`config.mk`:
```
export PLATFORM = sky130hd
export DESIGN_NAME = arbitro_somador
export DESIGN_NICKNAME = d
export VERILOG_FILES = /design/src/rtl/arbitro_somador.sv
export SDC_FILE = /design/constraint.sdc
export NUM_CORES = 1
export LEC_CHECK = 0
export ABC_CLOCK_PERIOD_IN_PS = 2850
export BUFFER_PORTS_ARGS = -buffer_cell sky130_fd_sc_hd__buf_4
export CORE_ASPECT_RATIO = 1.25
export CORE_MARGIN = 3
export CORE_UTILIZATION = 35
export DETAILED_ROUTE_END_ITERATION = 16
export HOLD_SLACK_MARGIN = 0.03
export PLACE_DENSITY = 0.68
export SLEW_MARGIN = 20
export SYNTH_ARGS = -nofsm -noshare
export SYNTH_HDL_FRONTEND = slang
export SYNTH_SLANG_ARGS = --single-unit
```
`constraint.sdc`:
```
create_clock -name clk -period 2.85 [get_ports clk]
set_input_delay 0.57 -clock clk [delete_from_list [all_inputs] [get_ports clk]]
set_output_delay 0.57 -clock clk [all_outputs]
set_load 0.005 [all_outputs]
```
`src/rtl/arbitro_somador.sv`:
```
// Round-robin arbiter that shares one WIDTH-bit adder/subtractor among N_REQ
// requesters; one operation in flight, result returned over valid/ready.
module arbitro_somador #(
    parameter int N_REQ = 4,
    parameter int WIDTH = 8,
    parameter int CNT_W = 16,
    localparam int ID_W = $clog2(N_REQ)
) (
    input  logic                   clk,
    input  logic                   rst_n,
    input  logic [N_REQ-1:0]       req_valid,
    output logic [N_REQ-1:0]       req_ready,
    input  logic [N_REQ*WIDTH-1:0] req_a,
    input  logic [N_REQ*WIDTH-1:0] req_b,
    input  logic [N_REQ-1:0]       req_sub,
    output logic                   res_valid,
    input  logic                   res_ready,
    output logic [WIDTH-1:0]       res_data,
    output logic                   res_cout,
    output logic [ID_W-1:0]        res_id,
    output logic                   busy,
    output logic [CNT_W-1:0]       op_count
);

    localparam int CW = ID_W + 2;

    typedef enum logic [1:0] {
        S_IDLE,
        S_EXEC,
        S_OUT
    } state_t;

    state_t            r_state;
    state_t            w_next;

    logic [ID_W-1:0]   r_last;
    logic [ID_W-1:0]   w_gnt;
    logic              w_found;
    logic [CW-1:0]     w_cand;

    logic [WIDTH-1:0]  r_a;
    logic [WIDTH-1:0]  r_b;
    logic              r_sub;
    logic [WIDTH-1:0]  w_b_op;
    logic [WIDTH:0]    w_sum;

    logic              r_res_valid;
    logic [WIDTH-1:0]  r_res_data;
    logic              r_res_cout;
    logic [ID_W-1:0]   r_res_id;
    logic [CNT_W-1:0]  r_op_count;

    // Search starts just after the last grant and wraps; the winner drops to lowest priority.
    always_comb begin
        w_found = 1'b0;
        w_gnt   = '0;
        w_cand  = '0;
        for (int k = 1; k <= N_REQ; k++) begin
            w_cand = CW'(r_last) + CW'(k);
            if (w_cand >= CW'(N_REQ))
                w_cand = w_cand - CW'(N_REQ);
            if (!w_found && req_valid[w_cand[ID_W-1:0]]) begin
                w_found = 1'b1;
                w_gnt   = w_cand[ID_W-1:0];
            end
        end
    end

    always_ff @(posedge clk or negedge rst_n) begin
        if (!rst_n)
            r_state <= S_IDLE;
        else
            r_state <= w_next;
    end

    // req_ready is gated by rst_n so it reads zero the instant reset asserts.
    always_comb begin
        w_next    = r_state;
        req_ready = '0;
        case (r_state)
            S_IDLE: begin
                if (w_found) begin
                    req_ready[w_gnt] = rst_n;
                    w_next           = S_EXEC;
                end
            end
            S_EXEC:  w_next = S_OUT;
            S_OUT:   if (res_ready) w_next = S_IDLE;
            default: w_next = S_IDLE;
        endcase
    end

    // Subtraction as A + ~B + 1, so the carry out means "no borrow".
    assign w_b_op = r_sub ? ~r_b : r_b;
    assign w_sum  = {1'b0, r_a} + {1'b0, w_b_op} + {{WIDTH{1'b0}}, r_sub};

    always_ff @(posedge clk or negedge rst_n) begin
        if (!rst_n) begin
            r_last      <= ID_W'(N_REQ - 1);
            r_a         <= '0;
            r_b         <= '0;
            r_sub       <= 1'b0;
            r_res_valid <= 1'b0;
            r_res_data  <= '0;
            r_res_cout  <= 1'b0;
            r_res_id    <= '0;
            r_op_count  <= '0;
        end else begin
            case (r_state)
                S_IDLE: begin
                    if (w_found) begin
                        r_a    <= req_a[w_gnt*WIDTH +: WIDTH];
                        r_b    <= req_b[w_gnt*WIDTH +: WIDTH];
                        r_sub  <= req_sub[w_gnt];
                        r_last <= w_gnt;
                    end
                end
                S_EXEC: begin
                    r_res_data  <= w_sum[WIDTH-1:0];
                    r_res_cout  <= w_sum[WIDTH];
                    r_res_id    <= r_last;
                    r_res_valid <= 1'b1;
                end
                S_OUT: begin
                    if (res_ready) begin
                        r_res_valid <= 1'b0;
                        r_op_count  <= r_op_count + 1'b1;
                    end
                end
                default: ;
            endcase
        end
    end

    assign res_valid = r_res_valid;
    assign res_data  = r_res_data;
    assign res_cout  = r_res_cout;
    assign res_id    = r_res_id;
    assign op_count  = r_op_count;
    assign busy      = (r_state != S_IDLE);

endmodule

```
==> results of run 1 <==
==> metrics by stage <==
stage	power (mW)	hold WS, ns	setup WS [ns]	instance area (um2)	std cells
after detailed placement	3.618	0.4702	0.3917	3916	496
after CTS	4.146	0.4063	0.1109	4033	504
after global placement	3.551	0.4600	0.4312	3914	496
after global routing	4.527	0.4311	0.01892	4046	505
final	4.125	0.3846	0.1883	4046	505
after floorplan	2.944	0.2744	0.5063	3024	300
==> logic make-up after synthesis <==
| logic type | count (synthesis) | share of synthesized area [%] |
|---|---|---|
| buffers and inverters | 27 | 4.592 |
| adders and majority gates | 9 | 3.972 |
| DFF | 49 | 40.63 |
| muxes | 20 | 6.702 |
| and+or+nand+nor | 99 | 17.54 |
| xor gates and xnor gates | 25 | 7.240 |
| AOI/OAI and AO/OA | 71 | 19.32 |
==> layout by cell type, fill, tap and decap left out, types with 3 or more instances in the layout <==
cell | Yosys | routed
sky130_fd_sc_hd__a211oi_1 | 17 | 17
sky130_fd_sc_hd__a211oi_2 | 17 | 17
sky130_fd_sc_hd__a21oi_1 | 7 | 7
sky130_fd_sc_hd__buf_4 | 1 | 116
sky130_fd_sc_hd__clkbuf_8 | 0 | 6
sky130_fd_sc_hd__dfrtp_1 | 47 | 47
sky130_fd_sc_hd__ha_1 | 8 | 8
sky130_fd_sc_hd__inv_1 | 11 | 11
sky130_fd_sc_hd__mux2i_1 | 18 | 18
sky130_fd_sc_hd__nand2_1 | 18 | 18
sky130_fd_sc_hd__nand2b_1 | 6 | 6
sky130_fd_sc_hd__nand3_1 | 4 | 4
sky130_fd_sc_hd__nand4_1 | 6 | 6
sky130_fd_sc_hd__nor2_1 | 25 | 23
sky130_fd_sc_hd__nor3_1 | 8 | 8
sky130_fd_sc_hd__nor3b_1 | 19 | 19
sky130_fd_sc_hd__o21a_1 | 4 | 4
sky130_fd_sc_hd__o21ai_0 | 12 | 12
sky130_fd_sc_hd__o31ai_1 | 5 | 5
sky130_fd_sc_hd__or2_1 | 3 | 3
sky130_fd_sc_hd__xnor2_1 | 12 | 12
sky130_fd_sc_hd__xor2_1 | 13 | 13
==> metal layers <==
metal | vias up | wire length, um | track usage [%]
li1 | 1305 | - | -
met1 | 1231 | 3102 | 18.91
met2 | 77 | 4015 | 28.82
met3 | 6 | 426 | 3.298
met4 | 0 | 81 | 4.043
met5 | - | 0 | 0
==> area by class of cell <==
type | count | area share, %
Inverter | 11 | 1.020
Tap cell | 97 | 2.999
Multi-Input combinational cell | 224 | 41.22
Sequential cell | 49 | 30.36
Clock buffer | 7 | 2.134
Clock inverter | 1 | 0.7421
Timing Repair Buffer | 116 | 21.52
==> final timing paths <==
path	startpoint	to	slack, ns	cells after the start
setup / recovery	r_last[1]	req_ready[0]	0.19	6
hold / removal	rst_n	op_count[3]	0.38	2
setup reg to reg	r_sub	res_data[6]	0.60	8
hold reg to reg	op_count[15]	op_count[15]	0.48	1
max in group asynchronous	rst_n	res_data[2]	2.05	2
min in group clk	op_count[15]	op_count[15]	0.48	1
==> power breakdown <==
group	internal, mW	switching (mW)	total (mW)
sequential	0.982	0.226	1.21
clock	0.286	0.227	0.513
combinational	1.12	1.29	2.40
==> critical path, cell delays in order (launching register included) <==
cell and delay [ns]:
sky130_fd_sc_hd__dfstp_2 0.57, sky130_fd_sc_hd__mux2i_1 0.22, sky130_fd_sc_hd__o22ai_2 0.11, sky130_fd_sc_hd__buf_4 0.21, sky130_fd_sc_hd__or2_1 0.26, sky130_fd_sc_hd__nor4_2 0.25
sky130_fd_sc_hd__buf_4 0.15
==> flip-flops by register name (all words and copies together), names as in the netlist <==
name / cells
op_count: 16
r_a: 8
r_b: 8
res_data: 8
r_last: 2
r_state: 2
res_id: 2
r_sub: 1
res_cout: 1
res_valid: 1
==> repair_timing <==
item                                    4_1_cts  5_1_grt
resized for setup                             0        1
buffers inserted                              0        1
endpoints found under the setup margin        0        1
hold buffers                                  0        0
==> results.md, run 1 <==
Synth:
- The per-instance average area after synthesis is 10.08 um2.
- The gate count of the mapped netlist is 300.
- The number of synthesized register bits is 49.
- Among all flip-flop cells after synthesis, the most frequent one is sky130_fd_sc_hd__dfrtp_1.
- The post-synthesis cell area is 0.003024 mm2.
- The count of distinct cell types in the synthesized netlist is 42.
- The most frequent cell after synthesis is sky130_fd_sc_hd__dfrtp_1.
- When the netlist entered floorplanning its net count stood at 384.
- During synthesis, Yosys emitted a total of 0 warnings.
- The synthesized design spends more area on one cell type than any other, namely sky130_fd_sc_hd__dfrtp_1.
- The async set-reset flop share out of synthesis is 100.0%.
- In the synthesized netlist, the cells that appear most often are 47 x sky130_fd_sc_hd__dfrtp_1, 25 x sky130_fd_sc_hd__nor2_1, 19 x sky130_fd_sc_hd__nor3b_1.
- The sequential cell area fraction in the yosys report is 40.63%.
- The count of flip-flops with a built-in enable after synthesis is 0.
- Sorting the synthesized cells by area gives the leading types as sky130_fd_sc_hd__dfrtp_1 39%, sky130_fd_sc_hd__a211oi_2 7.0%, sky130_fd_sc_hd__mux2i_1 6.0%.
- The share of the synthesized area in the top cell type is 38.89%.

Global routing:
- The global route total overflow is 0.
- The number of global-route vias before repair is 2622.
- The global-route usage over all layers is 15.94%.
- The global-route wire length before repair is 12.31 mm.
- Entering global routing, the biggest net connects 50 pins.
- The initial antenna violation count is 0.

Placement:
- The count of buffers from port buffering is 107.
- The detailed placement HPWL is 6.004 mm.
- Routability-driven placement finished with a final weighted congestion of 0.8213.

Cells and area:
- The final design utilization is 48.56%.
- The area growth from synthesis to layout is 33.80%.
- The share of cells above drive strength 1 is 36.76%.
- The number of antenna repair diodes is 0.
- The total number of nets in the final design is 491.
- The storage element area is 0.001229 mm2.
- The filler cells instantiated in the layout total 810.
- The area of the multi-input gates is 0.001668 mm2.

Timing:
- The total negative slack is 0 ns.
- The maximum operating frequency is 375.7 MHz.
- The final number of max-transition violations is 0.
- The worst-case clock skew is 0.008900 ns.
- For the finished layout, the period the worst path requires is 2.662 ns.
- At the pin with the least slew margin, the transition time is 0.7259 ns.
- The final number of hold-violating endpoints was 0.
- The number of setup violations in the final report is 0.
- The worst slew slack as a fraction of its limit is 51.55%.
- The post-route fraction of the period consumed by the critical path is 93.39%.
- Setup repair after global routing left no endpoint under its margin.

Die:
- The floorplan has 37 rows.
- The die boundary width is 89.14 um.
- The die outline area is 0.009799 mm2.
- The initial core utilization is 36.29%.
- The I/O pin count is 108.
- The die height is 109.9 um.
- The floorplan core area is 0.008333 mm2.

Min path:
- The worst hold-check path type is primary input to async pin.

Routing:
- The first-pass iteration count of the detailed router is 4.
- The post-detailed-route count of antenna-violating nets is 0.
- The via count of the routed design is 2619.
- In the routed design, unresolved DRC markers number 0.
- The violation count after the first detailed-routing iteration is 104.
- The wire length after detailed routing is 7.626 mm.
- Dividing the detail-routed via count by the number of cells gives 5.186.
- The average routed wire per standard cell is 15.10 um.

Critical path:
- The setup path with the least slack is of type flop to output port.
- STA classifies the critical path endpoint as an output port.
- Data on the critical path is required at its endpoint by 2.28 ns.
- The worst endpoint data arrival time is 2.09 ns.
- Along the worst path, the maximum fanout reaches 18.
- STA classifies the critical path startpoint as a flop.

Clock network:
- The clock drives 49 sinks.
- The number of levels the H-tree was split into is 2.
- The CTS buffer count is 5.
- The CTS tree is yes.
- The worst-skew pair later-pin latency is 0.30 ns.
- After clock tree synthesis, the clock-pin slew on the worst setup and hold paths is 0.09 ns.
- The clock passes through at most 2 buffers.
- The clock root buffer is sky130_fd_sc_hd__clkbuf_8.

Power:
- For this design the static power due to leakage is 1.855 nW.
- The maximum vdd ir drop is 0.4489 mV.
- For this design the ratio of total power to cell area is 1019 mW/mm2.

Flow run:
- The max-capacitance violation count is 0.

Status:
- The run finished with clean final reports.
(Power assumes the default switching activity.)
==> run 2, diff against run 1 <==
--- a/config.mk
+++ b/config.mk
@@ -5,14 +5,14 @@
 export SDC_FILE = /design/constraint.sdc
 export NUM_CORES = 1
 export LEC_CHECK = 0
-export ABC_CLOCK_PERIOD_IN_PS = 2850
+export ABC_CLOCK_PERIOD_IN_PS = 2160
 export BUFFER_PORTS_ARGS = -buffer_cell sky130_fd_sc_hd__buf_4
 export CORE_ASPECT_RATIO = 1.25
 export CORE_MARGIN = 3
 export CORE_UTILIZATION = 35
 export DETAILED_ROUTE_END_ITERATION = 16
 export HOLD_SLACK_MARGIN = 0.03
-export PLACE_DENSITY = 0.68
+export PLACE_DENSITY = 0.7
 export SLEW_MARGIN = 20
 export SYNTH_ARGS = -nofsm -noshare
 export SYNTH_HDL_FRONTEND = slang
==> constraint.sdc (replaced) <==
create_clock -name clk -period 2.16 [get_ports clk]
set_input_delay 0.432 -clock clk [delete_from_list [all_inputs] [get_ports clk]]
set_output_delay 0.432 -clock clk [all_outputs]
set_load 0.005 [all_outputs]
==> run 2 against run 1 <==
First-iteration DRC count fell by 30%. Sequential cell count unchanged. Clock skew up 0.00067 ns. Non-clock buffer count is 16 higher. Clock-buffer cell count down 2. Die area did not move. Register-to-register slack got worse by 0.47 ns. Routed wire length rose by 2.3%. Sequential power grew 30%. Combinational power is 50% higher. Sequential share of layout area decreased by 1.1 points. Core utilization rose by 1.9 points. The run now ends with negative setup slack left.
==> results.md, run 2 (synthesis gave the netlist of run 1 again) <==
Global routing:
- The global route total overflow is 0.
- The initial antenna violation count is 0.
- Global routing consumed, over all layers together, 15.68% of the routing resources.
- The number of global-route vias before repair came to 2633.
- The global-route wire length before repair is 12.29 mm.
- The pin count of the biggest net entering global routing is 50.

Routing:
- The via count of the routed design is 2715.
- The post-detailed-route count of antenna-violating nets is 0.
- The first detailed-routing pass took 4 iterations.
- The first routing iteration left 73 violations.
- Wires add up to 7.803 mm.
- After detailed routing, the number of vias per cell comes to 5.221.
- After detailed routing, the average wire length per cell comes to 15.01 um.
- The DRC violations left is 0.

Die:
- The die is 109.9 um tall.
- The floorplan step defined a core boundary enclosing 0.008333 mm2.
- The die outline area is 0.009799 mm2.
- The total number of placement rows is 37.
- The I/O pin count is 108.
- The initial core utilization is 36.29%.
- In this run the horizontal extent of the chip is 89.14 um.

Power:
- The leakage power is 1.938 nW.
- For this design the ratio of total power to cell area is 1376 mW/mm2.
- Across the VDD grid, the largest voltage drop is 0.5653 mV.

Critical path:
- By startpoint and endpoint, the worst setup path is classified as flop to output port.
- For the worst setup path, the data required time is 1.73 ns.
- For the worst setup path, the data arrival time is 1.83 ns.
- STA classifies the critical path endpoint as an output port.
- The worst setup path is launched from a flop.
- In this run the register-to-register setup slack is 0.13 ns.
- Of all nets on the critical path, the largest fanout is 3.

Cells and area:
- The library cell used most frequently in the layout, excluding fill and tap cells, is sky130_fd_sc_hd__buf_4.
- The share of cells above drive strength 1 is 41.13%.
- The flip-flop count of the largest register after layout is 16.
- The total number of nets in the final design is 507.
- Fill cells in the final layout number 788.
- The finished layout holds 520 standard cells, fillers aside.
- The number of antenna repair diodes is 0.
- The library cells used most frequently in the layout, excluding fill and tap cells, are 130 x sky130_fd_sc_hd__buf_4, 46 x sky130_fd_sc_hd__dfrtp_1, 24 x sky130_fd_sc_hd__nor2_1, 19 x sky130_fd_sc_hd__nor3b_1, 18 x sky130_fd_sc_hd__nand2_1.
- The synthesis-to-layout area growth is 39.14%.

Timing:
- The slew at the pin closest to its max-slew limit is 0.6150 ns.
- Measured against its own limit, the worst slew margin works out to 59.00%.
- The maximum operating frequency is 443.0 MHz.
- The final number of hold-violating endpoints was 0.
- Setup repair after global routing could not meet its margin everywhere.
- The worst hold margin is 0.2187 ns.
- The worst-case clock skew is 0.009568 ns.
- For the finished layout, the period the worst path requires is 2.257 ns.
- The final number of max-transition violations is 0.
- The post-route fraction of the period consumed by the critical path is 104.5%.
- The post-layout worst setup margin is -0.09744 ns.
- Setup violations remaining at the end of the flow were counted as 4.

Placement:
- Buffers placed on the I/O ports in this run total 107.
- After detailed placement, the design holds a cell count of 506.
- The congestion estimate from routability-driven global placement came to 0.8026.
- The HPWL after detailed placement is 6.062 mm.

Status:
- The final reports fail on negative setup slack.
- The run finished, with violations left.

Clock network:
- The clock root buffer is sky130_fd_sc_hd__clkbuf_8.
- The clock input transition at the sequential cells of the worst setup and hold paths is 0.09 ns.
- The deepest clock path buffer count is 2.
- The clock reaches the later pin of the worst-skew pair after 0.30 ns.
- The clock net in this run drives a total of 49 sinks.
- TritonCTS created 5 clock buffers.
- Buffers inserted to repair hold after CTS numbered 0.
- The number of levels the H-tree was split into is 2.
- TritonCTS built the clock tree.

Flow run:
- The tool flagged a number of max-cap violations equal to 0.

Min path:
- The worst hold-check path type is primary input to async pin.
## run 2: cell types whose count changed in the layout (fill, tap and decap cells not counted), sizes merged
cell	previous run	this run
buf	116	132
clkbuf	7	5
clkinv	0	1
## run 2: layout make-up
class	instances	area (um2)	area share, %
Sequential cell	49	1230	29.23
Multi-Input combinational cell	224	1713	40.71
Clock inverter	2	35.03	0.8326
Clock buffer	5	68.82	1.635
Tap cell	97	121.4	2.884
Inverter	11	41.29	0.9813
Timing Repair Buffer	132	998.5	23.73
## run 2: metrics by stage
| stage | utilization [%] | TNS, ns | instance area [um2] | worst slack [ns] | power (mW) |
|---|---|---|---|---|---|
| floorplan | - | 0 | 3030 | 0.01131 | 3.891 |
| global placement | 47.94 | 0 | 3995 | 0.1435 | 4.888 |
| detailed placement | 47.94 | 0 | 3995 | 0.08691 | 4.973 |
| CTS | 49.94 | -0.3782 | 4161 | -0.1018 | 5.724 |
| global route | 50.50 | -0.6693 | 4208 | -0.1977 | 6.286 |
| finish | 50.50 | -0.3152 | 4208 | -0.09744 | 5.792 |
## run 2: critical path, stage by stage (launching register included)
cell	delay, ns
sky130_fd_sc_hd__dfrtp_1	0.39
sky130_fd_sc_hd__or2_1	0.25
sky130_fd_sc_hd__or2_1	0.25
sky130_fd_sc_hd__a2111o_1	0.36
sky130_fd_sc_hd__nor3_2	0.14
sky130_fd_sc_hd__buf_4	0.13
## run 2: per-layer routing
metal | global-route usage (%) | vias to the layer above | wire length (um)
met3 | 2.624 | 8 | 425
li1 | - | 1332 | -
met1 | 20.09 | 1284 | 3310
met2 | 27.19 | 91 | 3970
met5 | 0 | - | 0
met4 | 3.830 | 0 | 96
## run 2: power breakdown
| group | switching, mW | leakage (nW) | internal (mW) | total (mW) |
|---|---|---|---|---|
| Combinational | 1.87 | 1.29 | 1.72 | 3.59 |
| Sequential | 0.271 | 0.594 | 1.30 | 1.57 |
| Clock | 0.299 | 0.0540 | 0.337 | 0.636 |
| Total | 2.44 | 1.94 | 3.35 | 5.79 |
## run 2: path summary, 6_finish.rpt
check / from / end / cells past startpoint
worst max-delay path: r_state[1] / req_ready[2] / 5
worst min-delay path: rst_n / op_count[0] / 2
worst max register to register: r_sub / res_data[6] / 7
worst min register to register: op_count[15] / op_count[15] / 1
max in group asynchronous: rst_n / r_sub / 2
min in group clk: res_ready / r_state[1] / 2
## run 2: repair_timing
| action | in CTS | in global routing |
|---|---|---|
| endpoints found under the setup margin | 4 | 14 |
| resized for setup | 6 | 8 |
| setup buffers | 5 | 2 |
| pin swaps | 5 | 1 |
==> run 3, diff against run 2 <==
--- a/config.mk
+++ b/config.mk
@@ -13,6 +13,7 @@
 export DETAILED_ROUTE_END_ITERATION = 16
 export HOLD_SLACK_MARGIN = 0.03
 export PLACE_DENSITY = 0.7
+export SKIP_CTS_REPAIR_TIMING = 1
 export SLEW_MARGIN = 20
 export SYNTH_ARGS = -nofsm -noshare
 export SYNTH_HDL_FRONTEND = slang
==> run 3 against run 2 <==
The run still ends with negative setup slack left. Hold slack worse by 0.0025 ns. Final cell count down 0.77%. Core utilization down 0.59 points. Global-route usage down 0.20 points. Setup slack worse by 0.037 ns. Maximum frequency down 1.6%. Via count down 0.15%. Largest power group unchanged.
==> results.md, run 3 (synthesis gave the netlist of run 1 again) <==
Clock network:
- The clock drives 49 sinks.
- The CTS buffer count is 5.
- The clock root buffer is sky130_fd_sc_hd__clkbuf_8.
- The number of levels the H-tree was split into is 2.
- Clock-pin slew was measured on the worst setup and hold paths at 0.09 ns.
- Counting along the longest clock path gives a buffer depth of 2.
- The CTS tree is yes.
- The later pin in the worst-skew pair is clocked with a latency of 0.30 ns.

Routing:
- For this run, the detailed router's first-pass iteration total came to 4.
- The wire length after detailed routing is 7.743 mm.
- In this run the remaining antenna-violating nets after routing total 0.
- The detailed router finished its first iteration with 80 violations.
- The DRC violations left is 0.
- The detailed-route vias per instance is 5.254.
- The via count of the routed design is 2711.
- The average routed wire per standard cell is 15.01 um.

Die:
- The die outline area is 0.009799 mm2.
- The die height is 109.9 um.
- The core region is 0.008333 mm2.
- The die boundary width is 89.14 um.
- The I/O pin count is 108.
- Row generation in the floorplan step produced 37 rows.
- Once the floorplan was initialized, standard cells occupied 36.29% of the core.

Cells and area:
- Relative to the synthesized area, the layout overhead comes to 37.53%.
- The flip-flop count of the largest register after layout is 16.
- The post-route netlist has 40.10% of its cells at a drive strength greater than 1.
- The layout filler cell count is 794.
- The net count of the finished layout is 503.
- The library cell used most frequently in the layout, excluding fill and tap cells, is sky130_fd_sc_hd__buf_4.
- The number of antenna diodes in the final layout is 0.
- Leaving out fill and tap cells, the most frequent cells in the layout are 128 x sky130_fd_sc_hd__buf_4, 46 x sky130_fd_sc_hd__dfrtp_1, 24 x sky130_fd_sc_hd__nor2_1, 19 x sky130_fd_sc_hd__nor3b_1, 18 x sky130_fd_sc_hd__nand2_1.

Global routing:
- The most used routing layer in global routing is met2.
- Entering global routing, the biggest net connects 50 pins.
- The number of global-route vias before repair is 2608.
- The first global-routing pass estimated 12.12 mm of wire.
- In the global route stage, overall resource usage came out at 15.48%.
- The met1 global-route usage is 19.91%.
- The initial antenna violation count came to 0.
- The global-route met3 utilization is 2.624%.
- The total overflow left after global routing is 0.
- For this run, global-route usage on met2 was measured as 26.87%.

Min path:
- The tightest min-delay check is of the primary input to async pin type.

Status:
- The flow ran to the end, but the final reports show violations.
- The final reports fail on negative setup slack.

Critical path:
- STA puts the critical path data required time at 1.73 ns.
- Along the worst path, the maximum fanout reaches 5.
- The critical path is of the flop to output port type.
- The worst endpoint data arrival time is 1.86 ns.
- STA classifies the critical path endpoint as an output port.
- The worst setup path is launched from a flop.

Placement:
- The detailed placement HPWL is 6.062 mm.
- In this run the tool buffered the top-level ports with 107 buffer cells.
- The congestion estimate from routability-driven global placement came to 0.8026.
- The pre-CTS worst setup slack is 0.08691 ns.

Timing:
- The post-layout worst setup margin is -0.1347 ns.
- The worst slew slack as a fraction of its limit is 59.14%.
- The maximum operating frequency is 435.8 MHz.
- The post-route fraction of the period consumed by the critical path is 106.2%.
- The final number of hold-violating endpoints came to 0.
- The slew at the pin closest to its max-slew limit is 0.6130 ns.
- Between clock sinks in the finished design, the worst skew comes to 0.01070 ns.
- The final number of max-transition violations is 0.
- The final period demand of the worst path is 2.295 ns.
- After routing, the total negative slack on setup checks comes to -0.5099 ns.
- Setup violations remaining at the end of the flow were counted as 4.
- Setup repair after global routing could not meet its margin everywhere.

Flow run:
- The max-capacitance violation count is 0.

Power:
- In this run the power density over the cells is 1373 mW/mm2.
- The maximum vdd ir drop is 0.5659 mV.
- Summed over all cells, the static leakage comes to 1.915 nW.
## run 3: metal layers
layer	wire length, um	vias to the layer above
met1	3282	1285
met4	80	0
met5	0	-
li1	-	1325
met3	457	6
met2	3923	95
## run 3: path summary, 6_finish.rpt
path,from,cells after the start,slack [ns],end
setup / recovery,r_state[1],5,-0.13,req_ready[2]
hold / removal,rst_n,2,0.22,op_count[0]
setup reg to reg,r_last[1],7,0.06,r_a[1]
hold reg to reg,op_count[15],1,0.47,op_count[15]
max in group asynchronous,rst_n,2,1.46,r_sub
min in group clk,res_ready,2,0.34,r_state[1]
## run 3: per-stage QoR
stage | cell area [um2] | power, mW | hold slack, ns | instances | utilization (%)
floorplan | 3030 | 3.891 | 0.1364 | 300 | -
global placement | 3995 | 4.888 | 0.4603 | 506 | 47.94
detailed placement | 3995 | 4.973 | 0.4672 | 506 | 47.94
CTS | 4099 | 5.623 | 0.2576 | 513 | 49.19
global route | 4159 | 6.200 | 0.2800 | 516 | 49.91
finish | 4159 | 5.710 | 0.2162 | 516 | 49.91
## run 3: critical path, cell delays in order, from the launching register on
cell	delay, ns
sky130_fd_sc_hd__dfrtp_1	0.43
sky130_fd_sc_hd__or2_1	0.26
sky130_fd_sc_hd__or2_1	0.25
sky130_fd_sc_hd__a2111o_1	0.36
sky130_fd_sc_hd__nor3_2	0.13
sky130_fd_sc_hd__buf_4	0.13
## run 3: cell type report
type	count	area (um2)	share of cell area (%)
clock inverters	2	35.03	0.8424
flip-flops and latches	49	1230	29.57
well taps	97	121.4	2.918
inverters	11	41.29	0.9928
clock buffers	5	68.82	1.655
multi-input cells	224	1702	40.91
repair buffers	128	960.9	23.10
## run 3: power breakdown
group          switching, mW  total, mW  internal, mW
Clock                  0.303      0.640         0.337
Combinational           1.83       3.49          1.66
Sequential             0.283       1.58          1.30
Total                   2.41       5.71          3.30
